### config.mk
export PLATFORM = sky130hd
export DESIGN_NAME = pkt_capture
export DESIGN_NICKNAME = d
export VERILOG_FILES = /design/src/rtl/pkt_capture.sv
export SDC_FILE = /design/constraint.sdc
export NUM_CORES = 1
export LEC_CHECK = 0
export CAP_MARGIN = 30
export CORE_ASPECT_RATIO = 2
export CORE_UTILIZATION = 35
export CTS_BUF_LIST = sky130_fd_sc_hd__clkbuf_8
export DETAILED_ROUTE_END_ITERATION = 6
export GPL_TIMING_DRIVEN = 0
export MAX_ROUTING_LAYER = met4
export PLACE_DENSITY = 0.63
export SETUP_SLACK_MARGIN = 0.2
export SLEW_MARGIN = 5
export SYNTH_ARGS = -nofsm -noshare
export SYNTH_HDL_FRONTEND = slang
export SYNTH_SLANG_ARGS = --single-unit
### constraint.sdc
create_clock -name clk -period 7.4 [get_ports clk]
set_clock_uncertainty 0.05 [all_clocks]
set_input_delay 1.48 -clock clk [delete_from_list [all_inputs] [get_ports clk]]
set_output_delay 1.48 -clock clk [all_outputs]
set_load 0.01 [all_outputs]
### src/rtl/pkt_capture.sv
// Capture-path ingress: stores Avalon-ST packets store-and-forward into the word FIFO,
// pads runts, allocates ring-buffer slots and issues one descriptor per packet.
module pkt_capture #(
    parameter int unsigned MAX_PKT_BYTES = 1520,
    parameter int unsigned MIN_PKT_BYTES = 64,
    parameter logic [31:0] BUF_BASE      = 32'h0000_0000,
    parameter logic [31:0] BUF_SIZE      = 32'h0010_0000
) (
    input  logic        clk,
    input  logic        reset,
    input  logic        capture_en,
    input  logic [31:0] st_data,
    input  logic        st_valid,
    input  logic        st_sop,
    input  logic        st_eop,
    input  logic [1:0]  st_empty,
    output logic        st_ready,
    output logic [31:0] fifo_in,
    output logic        wr_to_fifo,
    input  logic        full,
    output logic        wr_ctrl,
    input  logic        wr_ctrl_rdy,
    output logic [31:0] control,
    output logic [31:0] pkt_begin,
    output logic [31:0] pkt_end,
    output logic [31:0] write_address,
    output logic [15:0] pkt_count,
    output logic [15:0] drop_count
);

    typedef enum logic [2:0] {
        StIdle, StCapture, StDiscard, StPad, StIssue, StWaitRdy
    } state_t;

    state_t      state;
    logic [15:0] len;
    logic [15:0] stored;
    logic [31:0] offset;
    logic        truncated;
    logic        padded;
    logic        outstanding;
    logic        in_drop;

    logic        accept;
    logic        sop_beat;
    logic        cap_beat;
    logic        rdy_hit;
    logic        fits;
    logic [2:0]  beat_bytes;
    logic [15:0] len_base;
    logic [15:0] stored_base;
    logic [16:0] len_sum;
    logic [15:0] len_next;
    logic [15:0] stored_next;
    logic [32:0] slot_end;
    logic [31:0] slot_begin;

    function automatic logic [15:0] sat_inc(input logic [15:0] v);
        return (v == 16'hFFFF) ? v : v + 16'd1;
    endfunction

    always_comb begin
        st_ready = 1'b0;
        if (!reset) begin
            case (state)
                StCapture, StPad: st_ready = !full;
                StIssue:          st_ready = 1'b0;
                default:          st_ready = 1'b1;
            endcase
        end
    end

    assign accept   = st_valid && st_ready;
    assign sop_beat = accept && st_sop;
    // A capture beat is any beat in CAPTURE, or an enabled sop arriving in IDLE.
    assign cap_beat = accept && ((state == StCapture) ||
                                 (state == StIdle && st_sop && capture_en));

    assign beat_bytes  = st_eop ? (3'd4 - {1'b0, st_empty}) : 3'd4;
    assign len_base    = (state == StCapture) ? len : 16'd0;
    assign stored_base = (state == StCapture) ? stored : 16'd0;
    assign len_sum     = {1'b0, len_base} + {14'd0, beat_bytes};
    assign len_next    = len_sum[16] ? 16'hFFFF : len_sum[15:0];
    assign fits        = (32'(stored_base) + 32'd4) <= MAX_PKT_BYTES;
    assign stored_next = fits ? (stored_base + 16'd4) : stored_base;

    // Wrap to the ring start rather than straddle its end.
    assign slot_end   = {1'b0, offset} + {17'd0, stored};
    assign slot_begin = (slot_end > {1'b0, BUF_SIZE}) ? 32'd0 : offset;

    assign rdy_hit = wr_ctrl_rdy && outstanding && (state == StWaitRdy || state == StDiscard);

    always_ff @(posedge clk or posedge reset) begin
        if (reset) begin
            state         <= StIdle;
            len           <= 16'd0;
            stored        <= 16'd0;
            offset        <= 32'd0;
            truncated     <= 1'b0;
            padded        <= 1'b0;
            outstanding   <= 1'b0;
            in_drop       <= 1'b0;
            fifo_in       <= 32'd0;
            wr_to_fifo    <= 1'b0;
            wr_ctrl       <= 1'b0;
            control       <= 32'd0;
            pkt_begin     <= 32'd0;
            pkt_end       <= 32'd0;
            write_address <= BUF_BASE;
            pkt_count     <= 16'd0;
            drop_count    <= 16'd0;
        end else begin
            wr_to_fifo <= 1'b0;
            wr_ctrl    <= 1'b0;

            if (rdy_hit) begin
                offset      <= pkt_end;
                outstanding <= 1'b0;
            end

            if (cap_beat) begin
                len       <= len_next;
                stored    <= stored_next;
                truncated <= (state == StCapture && truncated) || !fits;
                padded    <= st_eop && (32'(stored_next) < MIN_PKT_BYTES);
                if (fits) begin
                    wr_to_fifo <= 1'b1;
                    fifo_in    <= st_data;
                end
                state <= st_eop ? StPad : StCapture;
            end

            case (state)
                StIdle: begin
                    if (sop_beat && !capture_en) begin
                        drop_count <= sat_inc(drop_count);
                        if (!st_eop) state <= StDiscard;
                    end
                end
                StDiscard: begin
                    if (accept && st_eop) begin
                        state <= (outstanding && !rdy_hit) ? StWaitRdy : StIdle;
                    end
                end
                StPad: begin
                    // A packet starting while the previous one finishes is dropped.
                    if (sop_beat) begin
                        drop_count <= sat_inc(drop_count);
                        in_drop    <= !st_eop;
                    end else if (accept && st_eop) begin
                        in_drop <= 1'b0;
                    end
                    if (32'(stored) < MIN_PKT_BYTES) begin
                        if (!full) begin
                            wr_to_fifo <= 1'b1;
                            fifo_in    <= 32'd0;
                            stored     <= stored + 16'd4;
                        end
                    end else begin
                        state         <= StIssue;
                        wr_ctrl       <= 1'b1;
                        pkt_count     <= sat_inc(pkt_count);
                        outstanding   <= 1'b1;
                        control       <= {14'd0, padded, truncated, len};
                        pkt_begin     <= slot_begin;
                        pkt_end       <= slot_begin + {16'd0, stored};
                        write_address <= BUF_BASE + slot_begin;
                    end
                end
                StIssue: begin
                    state   <= in_drop ? StDiscard : StWaitRdy;
                    in_drop <= 1'b0;
                end
                StWaitRdy: begin
                    if (sop_beat) drop_count <= sat_inc(drop_count);
                    if (sop_beat && !st_eop) begin
                        state <= StDiscard;
                    end else if (rdy_hit) begin
                        state <= StIdle;
                    end
                end
                default: ;
            endcase
        end
    end

endmodule

Word level (Yosys, flattened, before mapping)
Index checks and enable logic that the tools add are counted.
{"block": "totals", "inputBits": 42, "ram_bits": 0, "n_memories": 0, "latch_bits": 0, "regBits": 219, "output_inout_bits": 195, "rom_bits": 0, "wordCells": 116}
{"block": "classes", "n_reduce_logical": 30, "n_eq_ne": 10, "n_lt_le_gt_ge": 4, "div_mod_pow": 0, "bitwise_logic": 2, "n_addsub": 9, "shifts": 0, "muxes": 45, "n_mul": 0}
{"cell": "two-way mux 32 bit", "count": 6}
{"cell": "two-way mux 16 bit", "count": 11}
{"cell": "adder 32 x 16 -> 33 bit", "count": 1}
{"cell": "greater-than comparator 33 x 21 -> 1 bit (second input constant)", "count": 1}
{"cell": "adder 16 x 1 -> 16 bit (second input constant)", "count": 2}
{"cell": "adder 16 x 3 -> 16 bit (second input constant)", "count": 2}
{"cell": "adder 32 x 16 -> 32 bit", "count": 1}
{"cell": "equality test 16 bit (second input constant)", "count": 2}
{"cell": "less-than comparator 16 x 7 -> 1 bit (second input constant)", "count": 2}
{"cell": "case mux 16 bit (2 select lines)", "count": 1}
{"cell": "two-way mux 3 bit", "count": 10}
{"cell": "adder 16 x 3 -> 17 bit", "count": 1}
{"cell": "adder 16 x 3 -> 17 bit (second input constant)", "count": 1}
{"cell": "<= comparator 17 x 11 -> 1 bit (second input constant)", "count": 1}
{"cell": "case mux 3 bit (5 select lines)", "count": 1}
{"cell": "logical AND 1 bit", "count": 13}
{"cell": "two-way mux 1 bit", "count": 13}
{"cell": "equality test 3 x 2 -> 1 bit (second input constant)", "count": 2}
{"cell": "equality test 3 bit (second input constant)", "count": 2}
{"cell": "AND reduction 3 bit", "count": 2}
{"cell": "zero test 1 bit", "count": 5}
{"cell": "!= test 2 x 1 -> 1 bit (second input constant)", "count": 2}
{"cell": "case mux 1 bit (2 select lines)", "count": 2}
{"cell": "AND reduction 2 bit", "count": 2}
{"cell": "9 further kinds", "count": 14}

Longest topological paths before layout
{"block": "depth", "word_depth": 10, "mapped_depth": 22, "depth_no_buf": 21}

Worst setup path before layout
OpenSTA, ideal clock, no wires.
{"block": "synth_timing", "path_kind": "reg-to-reg", "startpoint": "reg stored[1]", "endpoint": "reg pkt_end[20]", "setup_ns": 0.092, "arrival_time_ns": 4.807, "path_stages_with_launch": 22, "slack_ns": 2.452, "n_path_buf": 1, "t_required_ns": 7.258, "synth_period_minus_slack_ns": 4.948, "cell_sequence": "dfrtp_1 ha_1 a211oi_1 nor2_1 o31ai_1 a311oi_1 o21ai_0 a22oi_1 o2111a_1 buf_4 and3_1 ha_1 fa_1 a21o_1 a21o_1 a21o_1 a31o_2 a211oi_1 o31a_1 nor2_1 xnor2_1 o31ai_2"}
{"block": "synth_via", "elab_chain_cells": 4, "elab_cells_between_ends": 7, "cone_classes": "add/sub (2); order compare (2); mux (1); bitwise (1); reduce/logical (1)"}
{"element": "from (decl)", "line_no": "37", "text": "logic [15:0] stored;"}
{"element": "from (signal assigned)", "line_no": "123", "text": "stored <= stored_next;"}
{"element": "from (signal assigned)", "line_no": "157", "text": "stored <= stored + 16'd4;"}
{"element": "adder 32 x 16 -> 33 bit", "line_no": "88", "text": "assign slot_end = {1'b0, offset} + {17'd0, stored};"}
{"element": "greater-than comparator 33 x 21 -> 1 bit", "line_no": "89", "text": "assign slot_begin = (slot_end > {1'b0, BUF_SIZE}) ? 32'd0 : offset;"}
{"element": "two-way mux 32 bit", "line_no": "89"}
{"element": "via slot_begin[0]", "line_no": "56", "text": "logic [31:0] slot_begin;"}
{"element": "adder 32 x 16 -> 32 bit", "line_no": "166", "text": "pkt_end <= slot_begin + {16'd0, stored};"}
{"element": "to (signal assigned)", "line_no": "166"}
{"element": "to (decl)", "line_no": "25", "text": "output logic [31:0] pkt_end,"}
The timed path passes the listed nets, and every way through them passes these cells.
A chain may end at the register's enable or synchronous reset.

Worst setup path in the final report
{"block": "layout_timing", "startpoint": "reg stored[14]", "endpoint": "reg pkt_end[20]"}
Same word-level chain as after synthesis.

==> impl_metrics.yaml <==
layout:
  layout.cells.most_common_list: "nand2_1 (226), clkdlybuf4s50_1 (222), dfrtp_1 (219)"
  final_area_um2: 16000
  drive_gt1_frac: 0.116
  fin_nets: 1699
  instances_no_fill: 2076
  area.growth.synth_to_final_pct: 29.8
  filler_cell_count: 3327
  layout_commonest_cell: "nand2_1"
timing:
  setup_total_negative_slack_ns: 0
  timing.max_slew.rel_slack: 0.366
  grt_setup_unrepaired: "false"
  whs_ns: 0.429
  report.final.hold_viol_count: 0
  finalCritPeriodShare: 0.944
  worstMarginPinSlew_ns: 0.943
  slew_violations: 0
  shortest_clock_period_the_worst_path_allows_after_layout_ns: 6.99
  number_of_endpoints_failing_setup_at_the_final_stage: 0
  max_freq_mhz: 143
floorplanning:
  core-area_um2: 34500
  die_y_um: 267
  start_util: 0.357
  placementRows: 96
  fp.dieW_um: 135
  floorplan.die_area_um2: 36000
  boundaryPins: 237
clock_tree:
  clk_pin_slew_worst_paths_ns: 0.07
  post_cts.resized_instances: 0
  cts-root-to-sink-buffers: 3
  cts_htree_levels: 2
  cts.sink_count: 219
  worstSkewPairLatency_ns: 0.56
  hold_buffers: 0
  tritoncts: "yes"
  tritoncts.num_buffers: 36
  root_buffer: "clkbuf_8"
  cts_setup_buffers: 0
hold_path:
  hold_path_depth: 2
  min-delay-path-class: "reg -> reg"
  min-delay-start: "control[0]"
  min_to: "control[0]"
logic_synthesis:
  syn_avg_cell_area_um2: 9.24
  mappedNetlistArea_um2: 12300
  synthArstFlopShare: 1.00
  synth_cell_type_count: 81
  synth.ff_latch_count: 219
  synth-main-ff-cell: "dfrtp_1"
  synth_top_family_by_area: "simple AND/OR/NAND/NOR gates"
  yosys_warnings: 0
  sequential_area_share_after_synthesis: 0.445
  synthAdderAreaFrac: 0.0466
  yosys-mux-area-fraction: 0.0481
  yosys.area_share.simple: 0.208
  fraction_of_the_mapped_netlist_area_in_compound_gates: 0.151
  cell_count_after_synthesis: 1332
  synth-edff-count: 0
  synth-xor-area-share: 0.0406
worst_setup_path:
  critPathTopFamily: "compound AO/OA/AOI/OAI gates"
  crit_path_max_incr_delay_ns: 0.67
  highest_delay_cell_along_the_critical_path: "a211oi_1"
  worstSetupStartpoint: "stored[14]"
  r2r_setup_slack_ns: 0.41
  crit_end_element: "flip-flop"
  r2r-end: "pkt_end[20]"
  worst_ep_arrival_time_ns: 7.40
  startpoint_type: "flip-flop"
  critPathMaxFanout: 10
  regToRegStartpoint: "stored[14]"
  timing.critical_path.required_ns: 7.81
  criticalPathCategory: "reg -> reg"
  worstPathCellList: "ha_1 -> buf_2 -> a21oi_1 -> a21oi_1 -> a311oi_2 -> a21oi_1 -> xor2_1 -> o31ai_1 -> o2111a_1 -> buf_4 -> and3_1 -> ha_1 -> fa_1 -> a21o_1 -> a21o_1 -> a21o_1 -> a31o_2 -> a211oi_1 -> o31a_1 -> nor2_1 -> xnor2_1 -> o31ai_2"
  path_buf_inv: 2
  worstRegToRegCells: 22
placement:
  gp_routability_congestion: 0.933
  hpwl_mm: 30.4
  port_buffers: 222
  place_area_um2: 15300
  numPlacedInstances: 2016
power_and_ir_drop:
  power.ir.vdd_worst_uv: 210
  p_leak_nw: 7.30
  power_density_nw_per_um2: 284
route:
  ant_nets: 0
  drt_wl_cell_um: 19.0
  route.detailed.vias_per_inst: 5.29
  detail_route.iter0.violations: 427
  route.detailed.drc: 0
  finalWirelength_mm: 39.5
  drt_pass_1_iters: 5
  vias: 11000
global_routing:
  use_met3: 0.0292
  grt_start_max_net_pins: 38
  global_route.peak_usage_layer: "met2"
  grt_antenna_before_repair: 1
  grt_pass1_vias: 11200
  globalRoute.totalOverflow: 0
  grt_pass1_wl_mm: 61.0
  met1_usage: 0.210
  grt_util_met2: 0.438
  global_route.usage.total: 0.228
run:
  maxCapViolCount: 0
status:
  outcome: "finished, final reports clean"
worst max path at each step:
stage                        to  slack [ns]  depth (start not counted)
finish              pkt_end[20]        0.41                         22
global route        pkt_end[20]        0.35                         22
CTS                 pkt_end[20]        0.54                         22
detailed placement  pkt_end[20]        0.59                         22
global placement    pkt_end[18]        0.65                         22
floorplan           pkt_end[20]        2.45                         21
cell type report:
type,count,area [um2],share of cell area
clock inverter,18,138,0.00862
sequential,219,5480,0.343
inverter,28,109,0.00682
antenna,1,2.50,0.000157
buffer,111,632,0.0396
timing repair buffer,230,2350,0.147
clock buffer,41,564,0.0353
tap,441,552,0.0346
multi-input combinational,987,6140,0.384
per-layer routing:
| metal | part of all wire | vias up |
|---|---|---|
| li1 | - | 5208 |
| met1 | 0.34 | 5336 |
| met2 | 0.57 | 328 |
| met3 | 0.039 | 113 |
| met4 | 0.056 | 0 |
| met5 | 0 | - |
metrics by stage:
stage	utilization	setup WS [ns]	total power [mW]
2_1_floorplan	-	2.45	2.66
3_3_place_gp	0.439	0.645	3.41
3_5_place_dp	0.443	0.593	3.45
4_1_cts	0.463	0.544	4.58
5_1_grt	0.463	0.351	4.80
6_report	0.463	0.413	4.53
synthesized netlist by cell type (all sizes together) (12+ instances only):
master | instances | area share
dfrtp | 219 | 0.45
nand4 | 24 | 0.013
nor3 | 27 | 0.011
clkbuf | 40 | 0.012
and2 | 38 | 0.019
a211oi | 13 | 0.0083
a31oi | 17 | 0.0092
a21o | 12 | 0.0073
mux2 | 49 | 0.045
nand2 | 227 | 0.069
nand3 | 42 | 0.017
and3 | 39 | 0.020
ha | 41 | 0.042
a21oi | 102 | 0.041
nor2 | 70 | 0.021
buf | 71 | 0.039
o31ai | 18 | 0.012
o21ai | 60 | 0.024
inv | 28 | 0.0085
xnor2 | 31 | 0.022
xor2 | 26 | 0.019
power breakdown:
| part | internal, mW | switching, mW |
|---|---|---|
| registers | 1.44 | 0.224 |
| logic | 0.791 | 0.979 |
| clock network | 0.577 | 0.520 |
state kept, by name (all words and copies together) (netlist names):
register and count:
truncated 1, wr_ctrl 1, stored 16, drop_count 16, pkt_end 32, wr_to_fifo 1
control 18, padded 1, pkt_count 16, fifo_in 32, offset 32, outstanding 1
state 3, len 16, in_drop 1, write_address 32
worst min-delay path, delay by kind of cell, from the launching register on:
| family | cells | cell delay, ns |
|---|---|---|
| DFF | 1 | 0.34 |
| and+or+nand+nor | 2 | 0.10 |
logic make-up after synthesis:
logic type                 Yosys count
xor gates and xnor gates            57
other                                1
and+or+nand+nor                    530
AOI/OAI and AO/OA                  289
buffers and inverters              139
adders and majority gates           44
muxes                               53
DFF                                219
Note: power is estimated with default switching activity, not from simulation.
